File: src/rtl/stack_seq.sv
// PUSH/POP sequencer: moves a 16-bit register pair through the stack a byte at a
// time, driving the regfile control ports and an 8-bit request/ack memory bus.
module stack_seq #(
  parameter int SP_IDX   = 3,
  parameter int MAX_WAIT = 255
) (
  input  logic        clock,
  input  logic        reset,
  input  logic        start,
  input  logic        op,
  input  logic [2:0]  rr,
  output logic        busy,
  output logic        done,
  output logic        err,
  output logic [4:0]  regfile_rn_in,
  output logic [4:0]  regfile_rn_out,
  output logic        regfile_we,
  output logic        regfile_change16,
  output logic        regfile_inc,
  output logic [7:0]  regfile_data_in,
  input  logic [15:0] regfile_data_out,
  output logic        mem_req,
  output logic        mem_we,
  output logic [15:0] mem_addr,
  output logic [7:0]  mem_wdata,
  input  logic [7:0]  mem_rdata,
  input  logic        mem_ack
);

  typedef enum logic [4:0] {
    IDLE,
    P_DEC1, P_ADDR1, P_DATA1, P_WR1,
    P_DEC2, P_ADDR2, P_DATA2, P_WR2,
    O_ADDR1, O_RD1, O_WR1, O_INC1,
    O_ADDR2, O_RD2, O_WR2, O_INC2,
    DONE, ABORT
  } state_t;

  localparam logic [4:0] SP_RN  = {2'b10, 3'(SP_IDX)};
  localparam logic [7:0] WAIT_MAX = 8'(MAX_WAIT);

  state_t      state, nxt;
  logic [15:0] addr_q;
  logic [7:0]  data_q;
  logic [7:0]  wait_cnt;
  logic [2:0]  rr_q;
  logic        rr_legal;
  logic        bus_state;
  logic        timeout;

  assign rr_legal  = (rr == 3'd0) || (rr == 3'd1) || (rr == 3'd2) || (rr == 3'd4);
  assign bus_state = (state == P_WR1) || (state == P_WR2) ||
                     (state == O_RD1) || (state == O_RD2);
  assign timeout   = (wait_cnt == WAIT_MAX);

  always_ff @(posedge clock) begin
    if (reset) begin
      state    <= IDLE;
      addr_q   <= '0;
      data_q   <= '0;
      wait_cnt <= '0;
      rr_q     <= '0;
    end else begin
      state <= nxt;
      if (state == IDLE && start) rr_q <= rr;
      if (state == P_ADDR1 || state == P_ADDR2 || state == O_ADDR1 || state == O_ADDR2)
        addr_q <= regfile_data_out;
      if (state == P_DATA1 || state == P_DATA2)
        data_q <= regfile_data_out[7:0];
      if ((state == O_RD1 || state == O_RD2) && mem_ack)
        data_q <= mem_rdata;
      // Non-bus states hold the counter at zero, so it is clear on entry to a bus state.
      if (bus_state && !mem_ack) wait_cnt <= wait_cnt + 8'd1;
      else                       wait_cnt <= '0;
    end
  end

  always_comb begin
    nxt              = state;
    busy             = (state != IDLE);
    done             = 1'b0;
    err              = 1'b0;
    regfile_rn_in    = '0;
    regfile_rn_out   = '0;
    regfile_we       = 1'b0;
    regfile_change16 = 1'b0;
    regfile_inc      = 1'b0;
    regfile_data_in  = '0;
    mem_req          = 1'b0;
    mem_we           = 1'b0;
    mem_addr         = '0;
    mem_wdata        = '0;
    case (state)
      IDLE: if (start) nxt = !rr_legal ? ABORT : (op ? O_ADDR1 : P_DEC1);
      P_DEC1, P_DEC2: begin
        regfile_we       = 1'b1;
        regfile_rn_in    = SP_RN;
        regfile_change16 = 1'b1;
        nxt = (state == P_DEC1) ? P_ADDR1 : P_ADDR2;
      end
      P_ADDR1: begin regfile_rn_out = SP_RN;          nxt = P_DATA1; end
      P_DATA1: begin regfile_rn_out = {2'b01, rr_q};  nxt = P_WR1;   end
      P_ADDR2: begin regfile_rn_out = SP_RN;          nxt = P_DATA2; end
      P_DATA2: begin regfile_rn_out = {2'b00, rr_q};  nxt = P_WR2;   end
      P_WR1, P_WR2: begin
        mem_req   = 1'b1;
        mem_we    = 1'b1;
        mem_addr  = addr_q;
        mem_wdata = data_q;
        if (mem_ack)      nxt = (state == P_WR1) ? P_DEC2 : DONE;
        else if (timeout) nxt = ABORT;
      end
      O_ADDR1: begin regfile_rn_out = SP_RN; nxt = O_RD1; end
      O_ADDR2: begin regfile_rn_out = SP_RN; nxt = O_RD2; end
      O_RD1, O_RD2: begin
        mem_req  = 1'b1;
        mem_addr = addr_q;
        if (mem_ack)      nxt = (state == O_RD1) ? O_WR1 : O_WR2;
        else if (timeout) nxt = ABORT;
      end
      // Pop fills the low byte first because it sits at the lower stack address.
      O_WR1: begin
        regfile_we      = 1'b1;
        regfile_rn_in   = {2'b00, rr_q};
        regfile_data_in = data_q;
        nxt = O_INC1;
      end
      O_WR2: begin
        regfile_we      = 1'b1;
        regfile_rn_in   = {2'b01, rr_q};
        regfile_data_in = data_q;
        nxt = O_INC2;
      end
      O_INC1, O_INC2: begin
        regfile_we       = 1'b1;
        regfile_rn_in    = SP_RN;
        regfile_change16 = 1'b1;
        regfile_inc      = 1'b1;
        nxt = (state == O_INC1) ? O_ADDR2 : DONE;
      end
      DONE:  begin done = 1'b1; nxt = IDLE; end
      ABORT: begin err  = 1'b1; nxt = IDLE; end
      default: nxt = IDLE;
    endcase
  end

endmodule

File: config.mk
export PLATFORM = sky130hd
export DESIGN_NAME = stack_seq
export DESIGN_NICKNAME = d
export VERILOG_FILES = /design/src/rtl/stack_seq.sv
export SDC_FILE = /design/constraint.sdc
export NUM_CORES = 1
export LEC_CHECK = 0
export ABC_AREA = 1
export CAP_MARGIN = 20
export CORE_UTILIZATION = 48
export CTS_CLUSTER_SIZE = 14
export DETAILED_ROUTE_END_ITERATION = 10
export MAX_ROUTING_LAYER = met4
export PLACE_DENSITY = 0.9
export SYNTH_ARGS = -nofsm -noshare
export SYNTH_HDL_FRONTEND = slang
export SYNTH_SLANG_ARGS = --single-unit
File: constraint.sdc
create_clock -name clock -period 4.5 [get_ports clock]
set_input_delay 1.35 -clock clock [delete_from_list [all_inputs] [get_ports clock]]
set_output_delay 1.35 -clock clock [all_outputs]
set_load 0.005 [all_outputs]
==> run_results.csv, run 1 <==
group,metric,value,unit
synth,synthTopCellsByArea,"dfxtp_1 (37%), nand2_1 (12%), nor2_1 (11%)",
sta,fin_tns_setup,0,ns
synth,seq_area_frac_synth,0.367,
floorplanning,die_area,4820,um^2
clock_tree,cts_max_level,2,
place,place_worst_setup_slack,1.31,ns
setup_path,crit_path_top_delay_cell,"clkdlybuf4s50_1",
global_route,antenna_found_initial,0,
sta,clock_skew,0.0111,ns
clock_tree,root_buffer,"clkbuf_8",
cells_and_area,final_cells,466,
cells_and_area,seq_area,801,um^2
route,dr.pass1.iters,4,
cells_and_area,nFillCells,341,
clock_tree,hold_buffers,0,
clock_tree,post-cts-setup-buffer-count,0,
cells_and_area,postLayoutCoreUtil,0.713,
sta,grt_setup_unrepaired,"no",
synth,syn-cell-area,2180,um^2
route,drtIter0Drc,137,
setup_path,end_kind,"output pin",
synth,synthesis.nets,369,
setup_path,worst_ep_arrival_time,2.21,ns
route,ant_nets,0,
sta,finalCriticalPeriod,3.56,ns
sta,fin_crit_sh,0.791,
sta,final-setup-viol-count,0,
clock_tree,cts_buffer_depth,2,
clock_tree,clk_latency,0.30,ns
sta,fin_ws,0.941,ns
sta,max_freq,0.281,GHz
sta,tightest_slew,0.681,ns
clock_tree,clk_pin_slew,0.08,ns
global_route,grt_max_degree,35,
run,timing.max_cap.violations,0,
clock_tree,cts_made_buffers,5,
setup_path,critPathKind,"register to output pin",
power,vdd_drop_max,0.000394,V
synth,synth.yosys.warnings,0,
clock_tree,cts_tree,"done",
setup_path,cp.required,3.15,ns
sta,holdWs,0.456,ns
setup_path,start_kind,"register",
global_route,grt_overflow_total,0,
hold_path,hp-class,"register to register",
synth,synth_seq_cells,40,
sta,timing_hold_violations_final,0,
power,p_leak,1.21,nW
route,post_drt_wl_per_cell,13.2,um
cells_and_area,n_antenna_cell,0,
place,port_buffers,81,
floorplanning,core,4350,um^2
setup_path,critical_path.cell_chain,"inv_2 > nand2_2 > nand2_2 > nor2_8 > inv_4 > nand2_4 > inv_2 > nor2_1 > clkdlybuf4s50_1",
global_route,grt_pass1_wl,9920,um
place,post-dp-hpwl,4540,um
route,drt_wl_total,6170,um
floorplanning,io_pins,82,
synth,synthDistinctLibCells,26,
cells_and_area,area_growth,42.2,%
clock_tree,post_cts_resize_count,0,
clock_tree,clock_sinks,40,
synth,synth_cells,336,
sta,drv_slew,0,
floorplanning,die_y,69.4,um
place,place_congestion,0.952,
setup_path,slowest_delay,0.53,ns
place,place_inst,459,
cells_and_area,multi_input_area,1090,um^2
synth,synth_area_leader_cell,"dfxtp_1",
global_route,grtUsageTotal,0.264,
synth,synth_top_area_frac,0.367,
status,status,"completed",
setup_path,cp_max_fo,16,
floorplanning,rows,24,
setup_path,r2r_setup_slack,2.82,ns
floorplanning,start_util,0.501,
floorplanning,fp.dieW,69.4,um
power,power_density,474,nW/um^2
cells_and_area,drive_gt1_frac,0.0773,
sta,slew_headroom,0.546,
route,vias,2435,
route,drc,0,
global_route,grt_pass1_vias,2285,
cells_and_area,fin_nets,447,
route,viasPerCell,5.23,
synth,avgSynthCellArea,6.50,um^2
report_power, final:
group	switching (mW)	total [mW]	internal (mW)	leakage, nW
clock network	0.127	0.345	0.218	0.0642
registers	0.0474	0.493	0.446	0.325
logic	0.374	0.634	0.260	0.821
total	0.548	1.47	0.924	1.21
sequential cells by signal, indices dropped and copies added (netlist names):
| signal | flops |
|---|---|
| data_q | 8 |
| addr_q | 16 |
| rr_q | 3 |
| wait_cnt | 8 |
| state | 5 |
critical path: cells and delay by family, from the launching register on:
| family | cells | cell delay [ns] |
|---|---|---|
| buf+inv | 4 | 0.84 |
| flops | 1 | 0.48 |
| simple gates | 5 | 0.59 |
cell type report:
cell class | count | area share
sequential | 40 | 0.258
inverter | 56 | 0.0685
clock buffer | 5 | 0.0222
clock inverter | 2 | 0.0193
multi-input combinational | 230 | 0.350
timing repair buffer | 81 | 0.261
tap | 52 | 0.0210
worst paths after layout:
check | start | endpoint | depth (start not counted)
worst min-delay path | addr_q[7] | addr_q[7] | 2
worst min register to register | addr_q[7] | addr_q[7] | 2
worst max-delay path | state[3] | mem_addr[3] | 9
worst max register to register | state[1] | addr_q[9] | 6
cell families (layout without fill, tap and decap cells):
| group | count (synthesis) | count (layout) | synth area share |
|---|---|---|---|
| adders and majority gates | 1 | 1 | 0.00573 |
| and+or+nand+nor | 167 | 167 | 0.346 |
| AOI/OAI and AO/OA | 62 | 62 | 0.147 |
| buffers and inverters | 66 | 144 | 0.135 |
| DFF | 40 | 40 | 0.367 |
cell usage after synthesis:
cell type,n
a21oi_1,25
a31oi_1,8
buf_1,1
buf_6,6
clkbuf_1,3
dfxtp_1,40
ha_1,1
inv_1,47
inv_2,8
inv_4,1
nand2_1,69
nand2_2,4
nand2_4,1
nand3_1,12
nand3_4,1
nand4_1,2
nor2_1,65
nor2_2,1
nor2_4,1
nor2_8,1
nor3_1,3
nor3_2,1
nor3b_2,4
o21ai_0,28
o21ai_1,1
or2_2,2
layout by cell type (no fill, tap or decap), types with 3 or more instances in the layout:
cell,Yosys,final
inv_2,8,8
clkbuf_8,0,5
nor3b_2,4,4
nand3_1,12,12
nor2_1,65,65
inv_1,47,47
a21oi_1,25,25
nand2_1,69,69
dfxtp_1,40,40
nor3_1,3,3
a31oi_1,8,8
nand2_2,4,4
o21ai_0,28,28
clkdlybuf4s50_1,0,81
per-layer routing:
| metal | global-route usage | wire (um) |
|---|---|---|
| met5 | - | 0 |
| met4 | 0.102 | 163 |
| met3 | 0.0640 | 442 |
| met2 | 0.442 | 3060 |
| met1 | 0.303 | 2500 |
stage by stage:
stage,total power [mW],instance area (um^2)
finish,1.47,3110
global route,1.56,3110
CTS,1.47,3110
detailed placement,1.12,2980
global placement,1.10,2980
floorplan,0.904,2180
Power figures use the tool's default switching activity.
==> run 2: changes to the inputs <==
--- a/config.mk
+++ b/config.mk
@@ -7,11 +7,11 @@
 export LEC_CHECK = 0
 export ABC_AREA = 1
 export CAP_MARGIN = 20
-export CORE_UTILIZATION = 48
+export CORE_UTILIZATION = 40
 export CTS_CLUSTER_SIZE = 14
 export DETAILED_ROUTE_END_ITERATION = 10
 export MAX_ROUTING_LAYER = met4
-export PLACE_DENSITY = 0.9
+export PLACE_DENSITY = 0.8
 export SYNTH_ARGS = -nofsm -noshare
 export SYNTH_HDL_FRONTEND = slang
 export SYNTH_SLANG_ARGS = --single-unit
==> constraint.sdc (replaced) <==
create_clock -name clock -period 3.1 [get_ports clock]
set_input_delay 0.93 -clock clock [delete_from_list [all_inputs] [get_ports clock]]
set_output_delay 0.93 -clock clock [all_outputs]
set_load 0.005 [all_outputs]
==> run 2 against run 1 <==
Sequential cell count stayed put. Sequential power is 46% higher. Final cell count is 4.5% higher. Via count is 4.1% lower. Combinational power is 45% higher. Non-clock buffer count is 2 higher. Clock-buffer cell count is 1 higher.
==> run_results.csv, run 2 (same netlist as run 1, synthesis figures left out) <==
group,metric,value,unit
setup_path,critPathKind,"register to output pin",
sta,fin_tns_setup,0,ns
cells_and_area,drive_gt1_frac,0.101,
sta,grt_setup_unrepaired,"no",
global_route,grt_pass1_vias,2036,
clock_tree,clk_pin_slew,0.08,ns
setup_path,cp.required,2.17,ns
cells_and_area,final_common_cell,"clkdlybuf4s50_1",
clock_tree,clock_sinks,40,
clock_tree,cts_max_level,2,
setup_path,slowest_delay,0.51,ns
setup_path,start_kind,"register",
cells_and_area,reg.largest.list,"addr_q x16, data_q x8, wait_cnt x8",
clock_tree,cts_buffer_depth,2,
cells_and_area,fin_nets,449,
setup_path,critical_path.cell_chain,"nor2_4 > nand2_2 > nor2_8 > inv_4 > nand2_4 > inv_2 > nor2_1 > clkdlybuf4s50_1",
route,drt_wl_total,5810,um
setup_path,worst_ep_arrival_time,2.03,ns
sta,fin_crit_sh,0.956,
place,post-dp-hpwl,4400,um
power,power_density,663,nW/um^2
power,vdd_drop_max,0.000476,V
route,post_drt_wl_per_cell,11.9,um
sta,max_freq,0.337,GHz
cells_and_area,largest_register_ffs,16,
floorplanning,io_pins,82,
setup_path,worst-path-buf-inv,3,
setup_path,end_kind,"output pin",
hold_path,hp-class,"register to register",
setup_path,path_depth,8,
sta,holdWs,0.453,ns
route,drc,0,
cells_and_area,top_register,"addr_q",
setup_path,cp_max_fo,16,
place,place_inst,479,
global_route,grt_max_degree,33,
cells_and_area,nFillCells,483,
sta,clock_skew,0.00468,ns
global_route,grtUsageTotal,0.208,
clock_tree,cts_made_buffers,5,
route,drtIter0Drc,148,
cells_and_area,area_growth,44.6,%
setup_path,cp_top_family,"buffers and inverters",
cells_and_area,layout_common_cells,"clkdlybuf4s50_1 (81), nand2_1 (68), nor2_1 (64)",
route,viasPerCell,4.79,
status,status,"completed",
global_route,grt_pass1_wl,8720,um
clock_tree,root_buffer,"clkbuf_8",
place,port_buffers,81,
route,dr.pass1.iters,4,
route,ant_nets,0,
cells_and_area,n_antenna_cell,0,
sta,slew_headroom,0.568,
route,vias,2334,
sta,finalCriticalPeriod,2.96,ns
floorplanning,rows,26,
global_route,antenna_found_initial,0,
floorplanning,die_area,5760,um^2
cells_and_area,final_cells,487,
floorplanning,fp.dieW,75.9,um
floorplanning,start_util,0.422,
clock_tree,clk_latency,0.30,ns
power,p_leak,1.22,nW
clock_tree,cts_tree,"done",
setup_path,crit_path_top_delay_cell,"clkdlybuf4s50_1",
floorplanning,core,5170,um^2
run,timing.max_cap.violations,0,
sta,timing_hold_violations_final,0,
sta,final-setup-viol-count,0,
floorplanning,die_y,75.9,um
setup_path,r2r_cells,8,
sta,tightest_slew,0.647,ns
hold_path,hold_depth,1,
global_route,grt_overflow_total,0,
place,place_congestion,0.916,
sta,drv_slew,0,
-- run 2: cell types whose count changed in the layout (fill, tap and decap cells not counted), moves of 2 or more --
cell and change:
dfxtp_4 +2, buf_4 +2, dfxtp_2 +2, dfxtp_1 -4
-- run 2: through the flow --
stage | total power [mW] | instance area [um^2] | utilization | setup WS, ns
3_3_place_gp | 1.61 | 3010 | 0.583 | 0.359
6_report | 2.09 | 3160 | 0.611 | 0.136
4_1_cts | 2.09 | 3140 | 0.606 | 0.0448
2_1_floorplan | 1.31 | 2180 | - | 0.989
3_5_place_dp | 1.63 | 3010 | 0.583 | 0.307
5_1_grt | 2.24 | 3160 | 0.611 | 0.00284
-- run 2: path summary, 6_finish.rpt --
check | slack [ns] | endpoint | start
setup / recovery | 0.14 | mem_addr[7] | state[0]
hold / removal | 0.45 | wait_cnt[0] | wait_cnt[0]
setup reg to reg | 1.54 | addr_q[2] | state[3]
hold reg to reg | 0.45 | wait_cnt[0] | wait_cnt[0]
-- run 2: metal layers --
layer	global-route usage	vias to the layer above	wire, um
li1	-	1209	-
met1	0.258	1037	2590
met2	0.332	77	2810
met3	0.0331	11	291
met4	0.0926	0	109
met5	-	-	0
-- run 2: power by group --
group	switching [mW]	internal, mW
combinational	0.531	0.389
sequential	0.0695	0.651
clock	0.189	0.263
total	0.789	1.30
-- run 2: timing repair --
action / CTS / global route
setup endpoints to repair: 2 / 18
pin swaps: 0 / 0
resized for setup: 1 / 10
setup buffers: 0 / 0
hold endpoints to repair: 0 / 0
hold buffers: 0 / 0
-- run 2: final cells by class --
class                   instances  area (um^2)  area share
inverters                      56          215      0.0681
clock inverters                 2         38.8      0.0123
multi-input cells             230         1100       0.347
well taps                      70         87.6      0.0277
repair buffers                 83          826       0.261
flip-flops and latches         40          811       0.257
clock buffers                   6         82.6      0.0261
==> run 3: changes to the inputs <==
--- a/config.mk
+++ b/config.mk
@@ -7,6 +7,7 @@
 export LEC_CHECK = 0
 export ABC_AREA = 1
 export CAP_MARGIN = 20
+export CORE_MARGIN = 5
 export CORE_UTILIZATION = 40
 export CTS_CLUSTER_SIZE = 14
 export DETAILED_ROUTE_END_ITERATION = 10
==> run 3 against run 2 <==
Total power down 1.6%. Clock power down 8.4%. Sequential share of layout area up 0.14 points. Clock skew about the same. Highest routed layer unchanged.
==> run_results.csv, run 3 (same netlist as run 1, synthesis figures left out) <==
group,metric,value,unit
setup_path,cp_max_fo,7,
sta,clock_skew,0.00446,ns
floorplanning,die_y,83.9,um
power,p_leak,1.21,nW
sta,max_freq,0.340,GHz
floorplanning,fp.dieW,83.9,um
route,drtIter0Drc,80,
cells_and_area,final_common_cell,"clkdlybuf4s50_1",
place,place_congestion,0.911,
setup_path,start_kind,"register",
cells_and_area,top_register,"addr_q",
sta,final-setup-viol-count,0,
setup_path,critPathKind,"register to output pin",
setup_path,cp.required,2.17,ns
cells_and_area,reg.largest.list,"addr_q x16, data_q x8, wait_cnt x8",
cells_and_area,largest_register_ffs,16,
cells_and_area,drive_gt1_frac,0.0938,
sta,grt_setup_unrepaired,"no",
cells_and_area,n_antenna_cell,0,
hold_path,hp-class,"register to register",
clock_tree,cts_max_level,2,
route,drc,0,
setup_path,worst_ep_arrival_time,2.01,ns
clock_tree,cts_tree,"done",
sta,finalCriticalPeriod,2.94,ns
route,drt_wl_total,6000,um
status,status,"completed",
route,vias,2330,
global_route,grt_pass1_vias,2207,
clock_tree,post_cts_resize_count,1,
route,post_drt_wl_per_cell,12.3,um
place,port_buffers,81,
global_route,grtUsageTotal,0.174,
sta,fin_crit_sh,0.948,
floorplanning,io_pins,82,
clock_tree,clk_pin_slew,0.07,ns
clock_tree,cts_made_buffers,5,
place,placed_area,3010,um^2
clock_tree,clk_latency,0.29,ns
cells_and_area,multi_input_area,1090,um^2
floorplanning,core,5410,um^2
sta,slew_headroom,0.574,
global_route,grt_overflow_total,0,
floorplanning,die_area,7040,um^2
route,dr.pass1.iters,4,
sta,drv_slew,0,
sta,tightest_slew,0.638,ns
power,power_density,657,nW/um^2
global_route,grt_max_degree,33,
cells_and_area,layout_common_cells,"clkdlybuf4s50_1 (81), nand2_1 (69), nor2_1 (64)",
clock_tree,hold_buffers,0,
cells_and_area,fin_nets,448,
power,vdd_drop_max,0.000641,V
sta,timing_hold_violations_final,0,
cells_and_area,nFillCells,517,
route,ant_nets,0,
floorplanning,start_util,0.404,
sta,fin_tns_setup,0,ns
route,viasPerCell,4.77,
clock_tree,post-cts-setup-buffer-count,0,
cells_and_area,seq_area,810,um^2
cells_and_area,area_growth,43.6,%
setup_path,end_kind,"output pin",
cells_and_area,fin_area,3140,um^2
global_route,grt_pass1_wl,9910,um
global_route,antenna_found_initial,0,
clock_tree,cts_buffer_depth,2,
clock_tree,root_buffer,"clkbuf_8",
place,post-dp-hpwl,4700,um
run,timing.max_cap.violations,0,
clock_tree,clock_sinks,40,
floorplanning,rows,27,
==> run 3: per-stage QoR <==
step / util / setup slack, ns / hold WS, ns / power (mW) / instances
after floorplan: - / 0.989 / 0.418 / 1.31 / 336
after global placement: 0.557 / 0.317 / 0.433 / 1.62 / 480
after detailed placement: 0.557 / 0.302 / 0.448 / 1.64 / 480
after CTS: 0.577 / 0.0457 / 0.460 / 2.06 / 488
after global routing: 0.580 / 0.0310 / 0.481 / 2.22 / 488
final: 0.580 / 0.160 / 0.456 / 2.06 / 488
==> run 3: worst max-delay path, cell delays in order (launching register included) <==
cell and delay, ns:
dfxtp_2 0.39, nand2_1 0.11, inv_1 0.09, nand3_1 0.14, inv_1 0.09, nor2_1 0.06, o21ai_1 0.12, inv_1 0.09
o21ai_0 0.08, clkdlybuf4s50_1 0.54
==> run 3: final cells by class <==
cell class,count,share of cell area
Timing Repair Buffer,82,0.261
Multi-Input combinational cell,230,0.349
Clock inverter,2,0.0112
Clock buffer,6,0.0231
Tap cell,72,0.0287
Inverter,56,0.0686
Sequential cell,40,0.258
==> run 3: worst paths after layout <==
check        startpoint                to  slack [ns]  cells past startpoint
min           addr_q[8]         addr_q[8]        0.46                      2
min reg2reg   addr_q[8]         addr_q[8]        0.46                      2
max            state[2]  regfile_rn_in[0]        0.16                      9
max reg2reg    state[3]         addr_q[1]        1.60                      8
==> run 3: routing by layer <==
layer | track usage | wire, um | part of all wire | up-vias
met5 | - | 0 | 0 | -
met4 | 0.0497 | 77 | 0.013 | 0
met3 | 0.0395 | 382 | 0.064 | 6
met2 | 0.286 | 2890 | 0.48 | 83
met1 | 0.215 | 2640 | 0.44 | 1024
li1 | - | - | - | 1217
==> run 3: report_power, final <==
part           total [mW]  switching (mW)  internal [mW]
clock network       0.414           0.175          0.239
registers           0.720          0.0675          0.652
logic               0.926           0.537          0.389
total                2.06           0.779           1.28
